**config.mk**
```make
export PLATFORM = sky130hd
export DESIGN_NAME = temp_sensor_reader
export DESIGN_NICKNAME = d
export VERILOG_FILES = /design/src/rtl/temp_sensor_pkg.sv /design/src/rtl/temp_sensor_reader_spi_rx_shifter.sv /design/src/rtl/temp_sensor_reader.sv
export SDC_FILE = /design/constraint.sdc
export NUM_CORES = 1
export LEC_CHECK = 0
export BUFFER_PORTS_ARGS = -buffer_cell sky130_fd_sc_hd__buf_2
export CORE_MARGIN = 2
export CORE_UTILIZATION = 25
export DETAILED_ROUTE_END_ITERATION = 16
export SYNTH_ARGS = -nofsm -noshare
export SYNTH_HDL_FRONTEND = slang
export SYNTH_SLANG_ARGS = --single-unit
```
**constraint.sdc**
```tcl
create_clock -name clk -period 6.9 [get_ports clk]
set_input_delay 0.69 -clock clk [delete_from_list [all_inputs] [get_ports clk]]
set_output_delay 0.69 -clock clk [all_outputs]
set_load 0.01 [all_outputs]
```
**src/rtl/temp_sensor_pkg.sv**
```systemverilog
// Shared types, constants and the raw-to-0.1 degC conversion for the temperature sensor reader.
package temp_sensor_pkg;

    typedef enum logic [2:0] {
        IDLE,
        CS_SETUP,
        SHIFT,
        CS_HOLD,
        CONVERT
    } state_t;

    localparam int unsigned FRAME_BITS = 16;
    localparam int unsigned RAW_MSB    = 15;
    localparam int unsigned RAW_LSB    = 3;
    localparam int unsigned RAW_W      = RAW_MSB - RAW_LSB + 1;
    localparam int unsigned DECI_MUL   = 5;
    localparam int unsigned DECI_SHIFT = 3;

    localparam logic [FRAME_BITS-1:0] FAULT_PATTERN = 16'hFFFF;

    // 0.0625 degC/LSB to 0.1 degC: x*0.625 = (x*5)>>3, negatives clamp to zero
    function automatic logic [15:0] convert_frame(input logic [FRAME_BITS-1:0] frame);
        logic [RAW_W-1:0] raw;
        logic [15:0]      prod;
        raw  = frame[RAW_MSB:RAW_LSB];
        prod = 16'(raw[RAW_W-2:0]) * 16'(DECI_MUL);
        if (raw[RAW_W-1]) begin
            return 16'd0;
        end
        return prod >> DECI_SHIFT;
    endfunction

endpackage

```
**src/rtl/temp_sensor_reader_spi_rx_shifter.sv**
```systemverilog
// SPI mode-0 receive engine: SCLK generation, MISO synchronizer, bit counter and MSB-first shift register.
module spi_rx_shifter
    import temp_sensor_pkg::*;
#(
    parameter int unsigned SCLK_DIV = 25
) (
    input  logic                  clk,
    input  logic                  reset,
    input  logic                  start,
    input  logic                  miso,
    output logic                  sclk,
    output logic                  frame_done_c,
    output logic [FRAME_BITS-1:0] frame
);

    localparam int unsigned HC_W  = $clog2(SCLK_DIV);
    localparam int unsigned BIT_W = $clog2(FRAME_BITS);

    logic [HC_W-1:0]       half_cnt;
    logic [BIT_W-1:0]      bit_cnt;
    logic                  phase;
    logic                  active;
    logic [1:0]            sync;
    logic [FRAME_BITS-1:0] shreg;
    logic                  half_end;

    assign half_end     = active && (half_cnt == HC_W'(SCLK_DIV - 1));
    assign frame_done_c = half_end && phase && (bit_cnt == BIT_W'(FRAME_BITS - 1));
    assign frame        = shreg;

    always_ff @(posedge clk or posedge reset) begin
        if (reset) begin
            sync <= '0;
        end else begin
            sync <= {sync[0], miso};
        end
    end

    // phase 0 = SCLK low half, phase 1 = high half; sample on the last cycle of the high half
    always_ff @(posedge clk or posedge reset) begin
        if (reset) begin
            active   <= 1'b0;
            half_cnt <= '0;
            bit_cnt  <= '0;
            phase    <= 1'b0;
            sclk     <= 1'b0;
            shreg    <= '0;
        end else if (start) begin
            active   <= 1'b1;
            half_cnt <= '0;
            bit_cnt  <= '0;
            phase    <= 1'b0;
            sclk     <= 1'b0;
            shreg    <= '0;
        end else if (active) begin
            if (half_end) begin
                half_cnt <= '0;
                phase    <= ~phase;
                sclk     <= ~phase;
                if (phase) begin
                    shreg   <= {shreg[FRAME_BITS-2:0], sync[1]};
                    bit_cnt <= bit_cnt + 1'b1;
                    if (frame_done_c) begin
                        active <= 1'b0;
                    end
                end
            end else begin
                half_cnt <= half_cnt + 1'b1;
            end
        end
    end

endmodule

```
**src/rtl/temp_sensor_reader.sv**
```systemverilog
// Periodic SPI temperature reader producing unsigned 0.1 degC words.
// Optional open-bus fault detection is enabled with `define TEMP_SENSOR_FAULT_EN.
module temp_sensor_reader
    import temp_sensor_pkg::*;
#(
    parameter int unsigned SCLK_DIV      = 25,
    parameter int unsigned SAMPLE_PERIOD = 5_000_000
) (
    input  logic        clk,
    input  logic        reset,
    input  logic        enable,
    output logic        spi_cs_n,
    output logic        spi_sclk,
    input  logic        spi_miso,
    output logic [15:0] temp_data,
    output logic        temp_valid,
    output logic        busy
`ifdef TEMP_SENSOR_FAULT_EN
    , output logic      sensor_fault
`endif
);

    localparam int unsigned PER_W = $clog2(SAMPLE_PERIOD);
    localparam int unsigned CNT_W = $clog2(SCLK_DIV);

    state_t                state;
    state_t                next_state;
    logic [PER_W-1:0]      per_cnt;
    logic [CNT_W-1:0]      phase_cnt;
    logic                  frame_start_c;
    logic                  phase_end_c;
    logic                  shift_start_c;
    logic                  frame_done_c;
    logic [FRAME_BITS-1:0] frame;
    logic                  cs_n_c;
    logic                  busy_c;
    logic                  valid_c;
    logic [15:0]           data_c;
`ifdef TEMP_SENSOR_FAULT_EN
    logic                  fault_c;
`endif

    assign frame_start_c = enable && (per_cnt == '0);
    assign phase_end_c   = (phase_cnt == CNT_W'(SCLK_DIV - 1));
    assign shift_start_c = (state == CS_SETUP) && phase_end_c;

    spi_rx_shifter #(.SCLK_DIV(SCLK_DIV)) u_shifter (
        .clk          (clk),
        .reset        (reset),
        .start        (shift_start_c),
        .miso         (spi_miso),
        .sclk         (spi_sclk),
        .frame_done_c (frame_done_c),
        .frame        (frame)
    );

    // Start-to-start period timer; parked at zero so a rising enable starts a frame at once
    always_ff @(posedge clk or posedge reset) begin
        if (reset) begin
            per_cnt <= '0;
        end else if (!enable || per_cnt == PER_W'(SAMPLE_PERIOD - 1)) begin
            per_cnt <= '0;
        end else begin
            per_cnt <= per_cnt + 1'b1;
        end
    end

    // Times CS setup and hold; restarts on every state change
    always_ff @(posedge clk or posedge reset) begin
        if (reset) begin
            phase_cnt <= '0;
        end else if (state != next_state) begin
            phase_cnt <= '0;
        end else begin
            phase_cnt <= phase_cnt + 1'b1;
        end
    end

    always_ff @(posedge clk or posedge reset) begin
        if (reset) begin
            state <= IDLE;
        end else begin
            state <= next_state;
        end
    end

    always_comb begin
        next_state = state;
        case (state)
            IDLE:     if (frame_start_c) next_state = CS_SETUP;
            CS_SETUP: if (phase_end_c)   next_state = SHIFT;
            SHIFT:    if (frame_done_c)  next_state = CS_HOLD;
            CS_HOLD:  if (phase_end_c)   next_state = CONVERT;
            CONVERT:                     next_state = IDLE;
            default:                     next_state = IDLE;
        endcase
    end

    // Next-cycle output values, registered below
    always_comb begin
        cs_n_c  = !(next_state inside {CS_SETUP, SHIFT, CS_HOLD});
        busy_c  = (next_state != IDLE);
        valid_c = 1'b0;
        data_c  = temp_data;
`ifdef TEMP_SENSOR_FAULT_EN
        fault_c = sensor_fault;
        if (state == CONVERT) begin
            if (frame == FAULT_PATTERN) begin
                fault_c = 1'b1;
            end else begin
                fault_c = 1'b0;
                valid_c = 1'b1;
                data_c  = convert_frame(frame);
            end
        end
`else
        if (state == CONVERT) begin
            valid_c = 1'b1;
            data_c  = convert_frame(frame);
        end
`endif
    end

    always_ff @(posedge clk or posedge reset) begin
        if (reset) begin
            spi_cs_n   <= 1'b1;
            busy       <= 1'b0;
            temp_valid <= 1'b0;
            temp_data  <= '0;
`ifdef TEMP_SENSOR_FAULT_EN
            sensor_fault <= 1'b0;
`endif
        end else begin
            spi_cs_n   <= cs_n_c;
            busy       <= busy_c;
            temp_valid <= valid_c;
            temp_data  <= data_c;
`ifdef TEMP_SENSOR_FAULT_EN
            sensor_fault <= fault_c;
`endif
        end
    end

endmodule

```
Word-level counts from Yosys, hierarchy flattened
Index checks and enable logic that the tools add are counted.
W data, S select, Z words.
Word-level totals
  logic and storage cells: 79
  register bits: 79
  output and inout bits: 20
  input bits: 4
Operators by class
  reductions and logical operators: 17
  multiply operators: 1
  equality and inequality tests: 12
  add/subtract/negate cells: 4
  bitwise gates (word level): 1
  mux-type cells: 31
Operators by type and width (count)
  $mux W16: 6
  $add A23 B1 Y23 const B: 1
  $eq A23 B23 Y1 const B: 1
  $logic_not A23 Y1: 1
  $mux W23: 1
  $mux W5: 4
  $mux W4: 4
  $mul A12 B3 Y15 const B: 1
  $eq A3 B2 Y1 const B: 4
  $mux W3: 4
  $pmux W3 S4: 1
  $mux W1: 11
  $add A5 B1 Y5 const B: 2
  $eq A5 B5 Y1 const B: 2
  $eq A3 B1 Y1 const B: 2
  $reduce_bool A2 Y1: 3
  $reduce_bool A3 Y1: 2
  $logic_and A1 B1 Y1: 5
  $add A4 B1 Y4 const B: 1
  $eq A4 B4 Y1 const B: 1
  $eq A3 B3 Y1 const B: 1
  $logic_not A3 Y1: 1
  $ne A3 B3 Y1: 1
  $reduce_and A3 Y1: 1
  4 further kinds: 5

Logic depth before layout (Yosys ltp)
Gate-level depths: netlist of run 1.
  word-level depth: 9
  gate-level depth with buffers: 8

By module
Synthesis of run 1 repeated with hierarchy kept, for this count alone.
Unflattened totals
  cell total of the unflattened synthesis: 415
  area total of the unflattened synthesis: 4110.2 um^2
By module, submodules not included
  temp_sensor_reader: cells an instance 271, area an instance 2733.9 um^2, times used 1, sequential area each 1152.4 um^2
  spi_rx_shifter: cells an instance 144, area an instance 1376.3 um^2, times used 1, sequential area each 725.7 um^2

Worst setup path before layout of run 1
Ideal clock, no wire load.
  kind: flip-flop to flip-flop
  from: register u_shifter.shreg[6], in the netlist u_shifter.frame[6]
  to: register temp_data[8]
  path buffers: 0
  stages on the path, launching flop included: 9
  period minus slack after synthesis: 2363 ps
  arrival: 2242 ps
  slack: 4537 ps
  cell sequence: dfrtp_1 > ha_1 > ha_1 > fa_1 > a211oi_1 > nor2_1 > o41ai_2 > xnor2_1 > a22o_1
Between the ends
  longest elaborated chain between the ends: 2
RTL lines
  from (decl): RTL line temp_sensor_reader_spi_rx_shifter.sv:24  | logic [FRAME_BITS-1:0] shreg;
  from (signal assigned): RTL line temp_sensor_reader_spi_rx_shifter.sv:61  | shreg <= {shreg[FRAME_BITS-2:0], sync[1]};
  $mul A12 B3 Y15: RTL line temp_sensor_pkg.sv:26  | prod = 16'(raw[RAW_W-2:0]) * 16'(DECI_MUL);
  $mux W16: RTL line temp_sensor_pkg.sv:30  | return prod >> DECI_SHIFT;
  to (signal assigned): RTL line temp_sensor_reader.sv:137  | temp_data <= data_c;
  to (decl): RTL line temp_sensor_reader.sv:15  | output logic [15:0] temp_data,
Every way passes these cells.
A chain may end at the register's enable or synchronous reset.

Worst setup path in the final report of run 1
  from: register u_shifter.shreg[4], in the netlist u_shifter.frame[4]
  to: register temp_data[8]
Same word-level chain as after synthesis.

==> results of run 1 <==
-- layout by cell type (no fill, tap or decap), types with 5 or more instances in the layout --
| cell | n |
|---|---|
| sky130_fd_sc_hd__dfrtp_1 | 74 |
| sky130_fd_sc_hd__nand2_1 | 57 |
| sky130_fd_sc_hd__nor2_1 | 51 |
| sky130_fd_sc_hd__a21oi_1 | 29 |
| sky130_fd_sc_hd__ha_1 | 26 |
| sky130_fd_sc_hd__xor2_1 | 25 |
| sky130_fd_sc_hd__nand3_1 | 19 |
| sky130_fd_sc_hd__buf_2 | 19 |
| sky130_fd_sc_hd__inv_1 | 11 |
| sky130_fd_sc_hd__o21ai_0 | 10 |
| sky130_fd_sc_hd__xnor2_1 | 10 |
| sky130_fd_sc_hd__nand4_1 | 9 |
| sky130_fd_sc_hd__clkbuf_16 | 9 |
| sky130_fd_sc_hd__a211oi_1 | 5 |
| sky130_fd_sc_hd__a21o_1 | 5 |
-- per-stage QoR --
step / instances / cell area [um^2]
after global routing: 644 / 4620
after floorplan: 409 / 4000
after detailed placement: 628 / 4270
after global placement: 628 / 4270
final: 644 / 4620
after CTS: 644 / 4620
-- power by group through the flow --
stage / Sequential [uW] / Clock [uW] / Combinational, uW
2_1_floorplan: 451 / 0 / 16.1
3_3_place_gp: 452 / 0 / 18.5
3_5_place_dp: 452 / 0 / 19.0
4_1_cts: 444 / 552 / 19.1
5_1_grt: 444 / 571 / 21.7
6_report: 444 / 536 / 18.1
-- cell families after synthesis --
group                    count (synthesis)  synth area share, %
AND/OR/NAND/NOR                        169                 20.6
other                                    1               0.0940
adder cells (fa/ha/maj)                 27                 8.66
buffers and inverters                   30                 3.83
multiplexers                             2                0.502
XOR/XNOR                                35                 7.69
flip-flops                              75                 47.1
AO/OA/AOI/OAI                           67                 11.5
-- worst paths after layout --
kind                                          from                 to  slack, ns  depth (start not counted)
min in group asynchronous                    reset        per_cnt[22]       0.64                          3
worst max register to register  u_shifter.frame[4]       temp_data[8]       4.36                          8
worst min-delay path             u_shifter.sync[0]  u_shifter.sync[1]       0.35                          0
worst min register to register   u_shifter.sync[0]  u_shifter.sync[1]       0.35                          0
max in group asynchronous                    reset       temp_data[9]       5.66                          3
worst max-delay path            u_shifter.frame[4]       temp_data[8]       4.36                          8
-- critical path: stages, from the launching register on --
cell                       delay, ns
sky130_fd_sc_hd__dfrtp_1        0.40
sky130_fd_sc_hd__ha_1           0.30
sky130_fd_sc_hd__ha_1           0.24
sky130_fd_sc_hd__fa_1           0.44
sky130_fd_sc_hd__a211oi_1       0.30
sky130_fd_sc_hd__nor2_1         0.13
sky130_fd_sc_hd__o41ai_2        0.32
sky130_fd_sc_hd__xnor2_1        0.11
sky130_fd_sc_hd__a22o_1         0.20
-- final cells by class --
type | instances | area share (%)
sequential | 75 | 40.7
clock buffer | 12 | 5.34
multi-input combinational | 304 | 42.6
inverter | 12 | 0.976
clock inverter | 4 | 2.11
timing repair buffer | 21 | 2.39
tap | 216 | 5.86
-- flip-flops by register name (all words and copies together) (netlist names) --
name / count
per_cnt: 23
u_shifter.frame: 16
temp_data: 12
phase_cnt: 5
u_shifter.half_cnt: 5
u_shifter.bit_cnt: 4
state: 3
u_shifter.sync: 2
busy: 1
spi_cs_n: 1
temp_valid: 1
u_shifter.active: 1
u_shifter.sclk: 1
-- per-layer routing --
metal	vias to the layer above	wire, um	track usage, %
met5	-	0	0
met4	0	70	3.04
met3	7	213	2.83
met2	33	3380	15.6
met1	1347	3630	12.0
li1	1425	-	-
==> run summary, run 1 <==
The worst path meets setup with 4.36 ns of slack. For the TritonCTS sink count, the log shows 75. The run gives 0.00212 uW as the static leakage. For the total negative slack, the log shows 0 ns.

The starting density of the core is 25.4%. The average instance in the mapped netlist occupies 9.82 um^2. Type of the tightest min-delay check: reg -> reg. Across every metal layer, demand over resource in global routing totals 9.52%. Measured along the y axis, the die boundary spans 130 um. The leading cell type by number of instances after synthesis was sky130_fd_sc_hd__dfrtp_1. For the share of the core filled with cells in the final layout, the log shows 29.4%.

The signed area change from the synthesized netlist to the final layout came out at 15.8%. Timing analysis after detailed placement gives a worst setup slack of 4.34 ns. The tools report the number of slew-limit violations in the final report as 0. The repair_antennas step left the layout with diodes totalling 0. Once the clock tree was built, the setup fixing pass inserted 0 buffers.

The share of the synthesized area in the top cell type is 46.4%. Clock-pin slew was measured on the worst setup and hold paths at 0.05 ns. After the last flow step, the layout net total stands at 454. TritonCTS built the clock tree. In the synthesized netlist the dominant register cell turns out to be sky130_fd_sc_hd__dfrtp_1. Root buffer cell: sky130_fd_sc_hd__clkbuf_16. The final count of hold timing violations was 0; the wire length of the first global-routing pass was 13.1 mm.

Timing would allow up to 393 MHz. Entering global routing, the biggest net connects 76 pins. The sequential cells in the finished layout cover a total of 1880 um^2. For this run, asynchronously set or reset flops after synthesis account for 100%. The number of antenna violations at the first check in global routing was 0. After detailed routing, the number of remaining DRC violations is 0.

The slew of the pin with the lowest slew margin is 1.18 ns, and the number of synthesized flops with an enable pin is 0. Along the worst path, the maximum fanout reaches 3. The share of total power consumed by net switching is 18.9%.

Wires add up to 7.29 mm. The H-tree generated during clock tree synthesis spans 3 levels. The logs give 44.5% for the share of total power in sequential cells and 46 for the placement row count. The routed design could run at a clock period as short as 2.54 ns. Start-to-end type of the worst setup path: reg -> reg.

Of the cells placed in the final design, the portion with a size suffix greater than 1 is 11.9%. Across the routed clock network, the largest skew measured is 0.00458 ns. Dividing total power by cell area gives a power density of 216 nW/um^2. The clock passes through at most 2 buffers.

The number of flip-flops and latches in the synthesized netlist is 75, and the worst hold slack is 0.346 ns. The via count is 2812. For this block, the initial DRC count from the detailed router was 94.

The post-layout total power was 998 uW. The die covers 17000 um^2. The layout has 1633 filler cells. The total area inside the core boundary comes to 15700 um^2.

After synthesis the cells add up to 3990 um^2. The first detailed-routing pass ran for 4 iterations. Ranked by total cell area, the synthesized netlist is headed by sky130_fd_sc_hd__dfrtp_1, sky130_fd_sc_hd__ha_1, sky130_fd_sc_hd__xor2_1. Data on the critical path is required at its endpoint by 7.12 ns. The logs give 24 for the number of primary I/O pins and 109 uV for the maximum vdd ir drop.

The final count of negative-setup-slack endpoints was 0; the number of CTS-inserted buffers was 9. Summed over all instances, the cell type with the most area after synthesis is sky130_fd_sc_hd__dfrtp_1. The count of nets left with antenna violations once routing finished came out at 0. Dividing the detail-routed via count by the number of cells gives 4.37. Startpoint type of the worst setup path: a register. Setup repair after global routing left no endpoint under its margin. The placed wire-length estimate after detailed placement came out at 5.01 mm. The number of I/O port buffers is 19, and the count of yosys warnings during synthesis is 0.

Summed over all layers, the global routing overflow is 0. The die boundary width is 130 um. The flow ran to the end, and the final reports show no timing, DRC or antenna violations.

STA puts the critical path data arrival time at 2.76 ns. The clock network burns 53.7% of the power. The commonest cells after synthesis are sky130_fd_sc_hd__dfrtp_1, sky130_fd_sc_hd__nand2_1, sky130_fd_sc_hd__nor2_1.

Combinational logic burns 1.8% of the power. Cell internal power was estimated by the tool at 809 uW. The relative max-transition margin was 20.9%.

The element type at the critical path end was a register. For the via count of the first global-routing pass, the log shows 2836. The post-route fraction of the period consumed by the critical path is 36.8%, and the total of max-cap violations is 0. The run gives 0 as the number of hold buffers added after CTS. Gates resized during post-CTS repair numbered 0.

The sequential-to-total area share from yosys stat is 47.1%, and the number of cells produced by synthesis is 406. The later-pin clock latency in the skew report is 0.33 ns, and the switching power of the nets is 189 uW. The average wire per cell in the routed design was 11.3 um. Yosys mapped the design onto 52 distinct sky130hd cell types. The multi-input combinational cells in the finished layout cover a total of 1970 um^2. The congestion estimate from routability-driven global placement came to 0.753.
No activity file was read; power rests on OpenSTA's default activity.
==> run 2, diff against run 1 <==
==> constraint.sdc (replaced) <==
create_clock -name clk -period 2.2 [get_ports clk]
set_input_delay 0.22 -clock clk [delete_from_list [all_inputs] [get_ports clk]]
set_output_delay 0.22 -clock clk [all_outputs]
set_load 0.01 [all_outputs]
==> run 2 against run 1 <==
  * Sequential power rose to 3.1 times the previous value
  * Clock power rose to 2.7 times the previous value
  * Critical path depth up 1
  * Clock skew up 0.0021 ns
  * The run now ends with negative setup slack left
  * Maximum frequency up 11%
  * Utilization up 1.3 points
  * Global-route usage up 0.73 points
==> run summary, run 2 (synthesized netlist as in run 1, its figures left out) <==
The run gives 341 uV as the maximum vdd ir drop. The area enclosed by the die boundary is 17000 um^2. The final layout contains 480 nets. The area growth from synthesis to layout is 20.8%. For the post-place setup slack, the log shows -0.216 ns. Measured in cells, the most critical reg-to-reg path has a length of 9. For flop-to-flop paths, the worst setup slack is -0.08 ns. The minimum setup slack in the final design was -0.0818 ns. The run gives 0 as the number of DRC violations after detailed routing. Buffers inserted during clock tree synthesis total 9.

The wire-length estimate of the detail-placed layout is 5.33 mm. The worst setup path is captured at a register. The placement row count was 46. The tools report the launch point of the worst reg-to-reg path as u_shifter.frame[6]. The tightest min-delay check is of the in -> reg type. During I/O placement, the number of pins put on the boundary was 24.

By startpoint and endpoint, the worst setup path is classified as reg -> reg. The number of DRC markers after the initial detailed-route iteration was 155. Of the available clock period, the critical path in the final layout requires 104%.

For this block, the via count after detailed routing is 2959. For the pin with the worst max-slew slack, the measured transition is 0.628 ns. The analysis attributes to cell leakage a power of 0.00223 uW.

Register with the most flip-flops: per_cnt. Across every metal layer, demand over resource in global routing totals 10.3%. The antenna diode count was 0. For the cell area after layout, the log shows 4820 um^2. The post-layout total power is 2930 uW, and the via count of the first global-routing pass is 2962.

The checks that failed: negative setup slack. The logs give 438 MHz for the highest clock rate and 4 for the number of optimization iterations in the first detailed-route pass. The worst reg2reg path endpoint was temp_data[8]. No sink is reached through more buffers than the 2 on the longest clock path. The number of antenna violations at the first check in global routing is 0, and the CTS clock-pin slew for the worst setup and hold paths is 0.06 ns. The share of post-route cells with drive strength above 1 was 18.3%. The run finished, with violations left. Buffers placed on the I/O ports in this run total 19.

The total placed instance area was 4440 um^2. The logs give 0 for the total of max-cap violations and 58.1% for the relative max-transition margin. The wire length of the first global-routing pass is 13.9 mm. Of all nets on the critical path, the largest fanout is 3. The initial utilization of the core area, before any placement, comes to 25.4%. Using the TritonRoute via totals, the vias-per-cell ratio works out to 4.42.

Data on the critical path arrives at its endpoint at 2.50 ns. The run gives 7.74 mm as the total routed wirelength. Power spread over the standard cell area amounts to 607 nW/um^2. The tree is rooted in a sky130_fd_sc_hd__clkbuf_16. The library cell used most frequently in the layout, excluding fill and tap cells, is sky130_fd_sc_hd__dfrtp_1. In this run the horizontal extent of the chip is 130 um. The startpoint type of the worst setup path was a register. The maximum level of the CTS H-tree came out at 3.

The overall overflow remaining after global route was 0. The core region is 15700 um^2. The number of slew-limit violations in the final report was 0. The library cells used most frequently in the layout, excluding fill and tap cells, are sky130_fd_sc_hd__dfrtp_1, sky130_fd_sc_hd__nand2_1, sky130_fd_sc_hd__nor2_1. The worst clock skew was 0.00671 ns; the later-pin clock latency in the skew report was 0.33 ns. For the finished layout, the period the worst path requires is 2.28 ns. Entering global routing, the biggest net connects 49 pins. Setup repair after global routing could not meet its margin everywhere. The logs give 0 for the final count of hold timing violations and 75 for the TritonCTS sink count. For hold timing, the worst endpoint is per_cnt[15]. The logs give 0.785 for the weighted congestion at the end of routability-driven global placement and 3 for the final count of negative-setup-slack endpoints.

Data on the critical path is required at its endpoint by 2.42 ns. In this run the most critical hold path is launched from enable. The residual antenna-violating net count after detailed routing was 0; the flip-flop count of the largest register, all copies and words added was 23. TritonCTS built the clock tree. Dividing the detail-routed wire length by the instance count gives 11.6 um. The height of the chip came out at 130 um. Along the worst hold path, the cell count comes to 4.
[run 2: cell types whose count changed in the layout (fill, tap and decap cells not counted), sizes merged]
cell,before,now
buf,21,45
bufinv,3,1
clkbuf,12,14
clkinv,0,1
clkinvlp,1,0
dlygate4sd3,0,2
[run 2: per-layer routing]
layer  vias up  GRT usage [%]  part of all wire (%)
met5         -              0                     0
li1       1479              -                     -
met1      1432           12.7                    48
met4         0           3.86                   1.2
met2        39           16.8                    48
met3         9           3.16                   3.3
[run 2: power by group]
group | leakage [uW] | switching [uW] | internal (uW)
combinational | 0.00108 | 45.7 | 19.3
sequential | 0.00100 | 6.80 | 1390
clock | 0.000147 | 528 | 939
[run 2: worst max-delay path by stage]
stage / from / cells past startpoint / endpoint / slack [ns]
2_1_floorplan: u_shifter.frame[6] / 8 / temp_data[8] / -0.11
4_1_cts: u_shifter.frame[6] / 9 / temp_data[8] / -0.08
6_report: u_shifter.frame[6] / 9 / temp_data[8] / -0.08
5_1_grt: u_shifter.frame[6] / 9 / temp_data[8] / -0.18
3_3_place_gp: u_shifter.frame[4] / 8 / temp_data[8] / -0.19
3_5_place_dp: u_shifter.frame[4] / 8 / temp_data[8] / -0.22
[run 2: what timing repair did]
action	4_1_cts	5_1_grt
buffers inserted	3	1
setup endpoints to repair	5	7
pin swaps	9	3
hold buffers	2	0
endpoints found under the hold margin	27	0
gates resized for setup	3	5
[run 2: final cells by class]
cell class | instances | area (um^2)
clock inverters | 2 | 35.0
clock buffers | 14 | 264
flip-flops and latches | 75 | 1880
inverters | 12 | 45.0
well taps | 216 | 270
fillers | 1605 | 10900
multi-input cells | 304 | 2000
repair buffers | 47 | 323
[run 2: critical path, stage by stage (launching register included)]
cell and delay [ns]:
sky130_fd_sc_hd__dfrtp_1 0.38, sky130_fd_sc_hd__ha_1 0.30, sky130_fd_sc_hd__ha_2 0.19, sky130_fd_sc_hd__fa_2 0.35, sky130_fd_sc_hd__a211oi_2 0.26, sky130_fd_sc_hd__nor2_2 0.08, sky130_fd_sc_hd__o41ai_2 0.20, sky130_fd_sc_hd__buf_4 0.17
sky130_fd_sc_hd__xnor2_1 0.06, sky130_fd_sc_hd__a22o_1 0.17
[run 2: metrics by stage]
| step | cells | hold WS, ns | utilization (%) | TNS (ns) |
|---|---|---|---|---|
| floorplan | 409 | 0.251 | - | -0.158 |
| global placement | 648 | 0.329 | 28.3 | -0.337 |
| detailed placement | 648 | 0.335 | 28.3 | -0.452 |
| CTS | 669 | 0.282 | 30.5 | -0.189 |
| global route | 670 | 0.308 | 30.7 | -0.624 |
| finish | 670 | 0.293 | 30.7 | -0.205 |
==> run 3, diff against run 2 <==
--- a/config.mk
+++ b/config.mk
@@ -5,10 +5,10 @@
 export SDC_FILE = /design/constraint.sdc
 export NUM_CORES = 1
 export LEC_CHECK = 0
-export BUFFER_PORTS_ARGS = -buffer_cell sky130_fd_sc_hd__buf_2
 export CORE_MARGIN = 2
 export CORE_UTILIZATION = 25
 export DETAILED_ROUTE_END_ITERATION = 16
+export DONT_BUFFER_PORTS = 1
 export SYNTH_ARGS = -nofsm -noshare
 export SYNTH_HDL_FRONTEND = slang
 export SYNTH_SLANG_ARGS = --single-unit
==> run 3 against run 2 <==
  * The run still ends with negative setup slack left
  * Register-to-register slack lost 0.03 ns
  * First-iteration DRC count shrank 11%
  * Sequential share of layout area grew 0.41 points
  * Non-clock buffer count shrank 18
  * Cell area shrank 1.0%
  * Flip-flop and latch count is the same
  * Combinational power shrank 4.0%
  * Clock power is essentially flat
  * Via count shrank 2.5%
  * Worst setup slack lost 0.030 ns
  * Largest cell class unchanged
==> run summary, run 3 (synthesized netlist as in run 1, its figures left out) <==
The share of total power consumed by net switching was 20.2%; the residual antenna-violating net count after detailed routing was 0. The worst register-to-register path begins at u_shifter.frame[6]. The element type at the critical path end was a register. The root buffer cell was sky130_fd_sc_hd__clkbuf_16. Number of I/O port buffers: 0.

The startpoint of the most critical hold path is enable. The commonest non-fill, non-tap cell in the layout was sky130_fd_sc_hd__dfrtp_1. Sequential cells account for 47.5% of the total power. The placed wire-length estimate after detailed placement is 5.53 mm. For the number of primary I/O pins, the log shows 24. The highest clock rate is 433 MHz. Setup repair after global routing could not meet its margin everywhere.

The arrival time at the worst endpoint is 2.53 ns. The number of slew-limit violations in the final report is 0, and the flip-flop count of the largest register, all copies and words added is 23. The net count of the finished layout is 462, and the share of the core filled with cells in the final layout is 30.3%. The logs give -0.112 ns for the minimum setup slack in the final design and 75 for the TritonCTS sink count. Summed over all layers, the global routing overflow is 0. The wire length of the first global-routing pass was 13.4 mm. Via count: 2884.

The largest net degree at the start of global routing is 28, and the switching power of the nets is 594 uW. After detailed routing, the average wire length per cell comes to 11.9 um. The register with the most flip-flops in the final layout is per_cnt. The fraction of power consumed by the clock network is 50.4%. The run gives 7.78 mm as the total routed wirelength. The share of post-route cells with drive strength above 1 is 16.1%.

The logs give -0.11 ns for the internal reg-to-reg setup slack and 4 for the number of optimization iterations in the first detailed-route pass. The detailed router finished its first iteration with 138 violations. The slew of the pin with the lowest slew margin works out to 0.502 ns.

Walking the worst path, the cells encountered are ha_1, ha_2, fa_2, a211oi_4, nor2_2, o41ai_2, buf_4, xnor2_2, a22o_1. The logs give 0 for the number of antenna violations at the first check in global routing and 0.00774 ns for the worst clock skew. The number of DRC violations after detailed routing is 0, and the worst hold slack is 0.161 ns. In this run the static leakage power is 0.00216 uW. The relative max-transition margin is 66.5%, and the biggest cell delay along the critical path is 0.40 ns. The library cells used most frequently in the layout, excluding fill and tap cells, are sky130_fd_sc_hd__dfrtp_1, sky130_fd_sc_hd__nand2_1, sky130_fd_sc_hd__nor2_1. The startpoint type of the worst setup path is a register. The die boundary width came out at 130 um. The areal power density over the cells is 616 nW/um^2. The slowest stage of the critical path is the sky130_fd_sc_hd__dfrtp_1 cell.

The later pin in the worst-skew pair is clocked with a latency of 0.33 ns. The run gives 3 as the maximum level of the CTS H-tree. The layout filler cell count was 1637. The area inside the core boundary is 15700 um^2, and the via count of the first global-routing pass is 2824. The floorplan step defined a die boundary enclosing 17000 um^2. Dividing the final minimum period by the clock period gives 105%. The number of vias per cell is 4.42, and the instance count along the most critical hold path is 3. Buffering stage count on the worst path with inverters included: 1. The run finished, with violations left. Shortest clock period the worst path allows after layout: 2.31 ns. The CTS clock-pin slew for the worst setup and hold paths was 0.06 ns; the number of buffers on the longest clock path was 2. Internal power: 2340 uW. TritonCTS built the clock tree. The antenna diode count came out at 0. The worst hold path belongs to the class in -> reg. Setup violations remaining at the end of the flow were counted as 3. The setup path with the least slack is of type reg -> reg.

Relative to the synthesized area, the layout overhead comes to 19.6%. The critical-path maximum fanout came out at 3. Once the floorplan was initialized, standard cells occupied 25.4% of the core. The run gives 0 as the final count of hold timing violations.

Data on the critical path is required at its endpoint by 2.42 ns. The height of the chip is 130 um. The final reports fail on negative setup slack. Combinational logic is responsible for 2.1% of the overall power.

The end point of the most critical hold path was per_cnt[15]. Counting the buffers created by CTS gives 9. The placement row count was 46; the cell count of the worst reg-to-reg path was 9.

Max-cap violations in this run came to 0. The logs give 432 uV for the maximum vdd ir drop and 0.772 for the weighted congestion at the end of routability-driven global placement. Global routing consumed, over all layers together, 9.86% of the routing resources. The worst reg2reg path endpoint was temp_data[8]. Broken down by cell family, the worst path's largest delay share belongs to adder cells.
-- run 3: changes by cell type in the layout (fill, tap and decap cells not counted), moves of 2 or more --
| cell | previous run | this run |
|---|---|---|
| sky130_fd_sc_hd__clkbuf_1 | 3 | 1 |
| sky130_fd_sc_hd__a211oi_2 | 2 | 0 |
| sky130_fd_sc_hd__buf_4 | 25 | 27 |
| sky130_fd_sc_hd__buf_2 | 19 | 0 |
| sky130_fd_sc_hd__a211oi_4 | 0 | 2 |
-- run 3: how the worst max path moves through the flow --
stage                     depth (start not counted)            to               start  slack [ns]
after floorplan                                   8  temp_data[8]  u_shifter.frame[6]       -0.11
after global placement                            8  temp_data[8]  u_shifter.frame[4]       -0.19
after detailed placement                          8  temp_data[8]  u_shifter.frame[4]       -0.25
after CTS                                         9  temp_data[8]  u_shifter.frame[6]       -0.11
after global routing                              9  temp_data[8]  u_shifter.frame[6]       -0.18
final                                             9  temp_data[8]  u_shifter.frame[6]       -0.11
-- run 3: final cells by class --
class,count,area [um^2],area share (%)
multi-input cells,304,2050,42.9
well taps,216,270,5.67
inverters,12,45.0,0.945
flip-flops and latches,75,1880,39.4
clock inverters,4,48.8,1.02
repair buffers,29,223,4.67
clock buffers,12,256,5.38
-- run 3: power groups by stage --
stage                     registers [uW]  clock network (uW)  logic (uW)
after floorplan                     1420                   0        50.5
after global placement              1420                   0        59.9
after detailed placement            1420                   0        63.0
after CTS                           1390                1520        66.1
after global routing                1390                1600        73.8
final                               1390                1480        62.4
-- run 3: worst min-delay path, stage by stage --
cell                      delay (ns)
sky130_fd_sc_hd__o41ai_4        0.03
sky130_fd_sc_hd__buf_4          0.15
sky130_fd_sc_hd__nor2_1         0.05
-- run 3: repair_timing --
action,in CTS,in global routing
gates cloned,0,0
gates resized for setup,4,9
hold endpoints to repair,21,0
hold buffers,2,0
pin swaps,11,5
setup buffers,3,1
setup endpoints to repair,5,7
-- run 3: per-layer routing --
metal	GRT usage, %	up-vias	part of all wire, %	wire, um
li1	-	1442	-	-
met1	12.8	1386	47	3650
met2	15.8	49	48	3720
met3	3.61	7	4.2	329
met4	2.09	0	0.98	76
met5	0	-	0	0
-- run 3: through the flow --
stage                     area (um^2)  std cells  TNS [ns]  power [uW]  setup slack, ns
after floorplan                  4010        409    -0.158        1470           -0.109
after global placement           4350        631    -0.370        1480           -0.194
after detailed placement         4350        631    -0.600        1480           -0.247
after CTS                        4710        652    -0.351        2980           -0.115
after global routing             4770        652    -0.498        3070           -0.181
final                            4770        652    -0.258        2940           -0.112
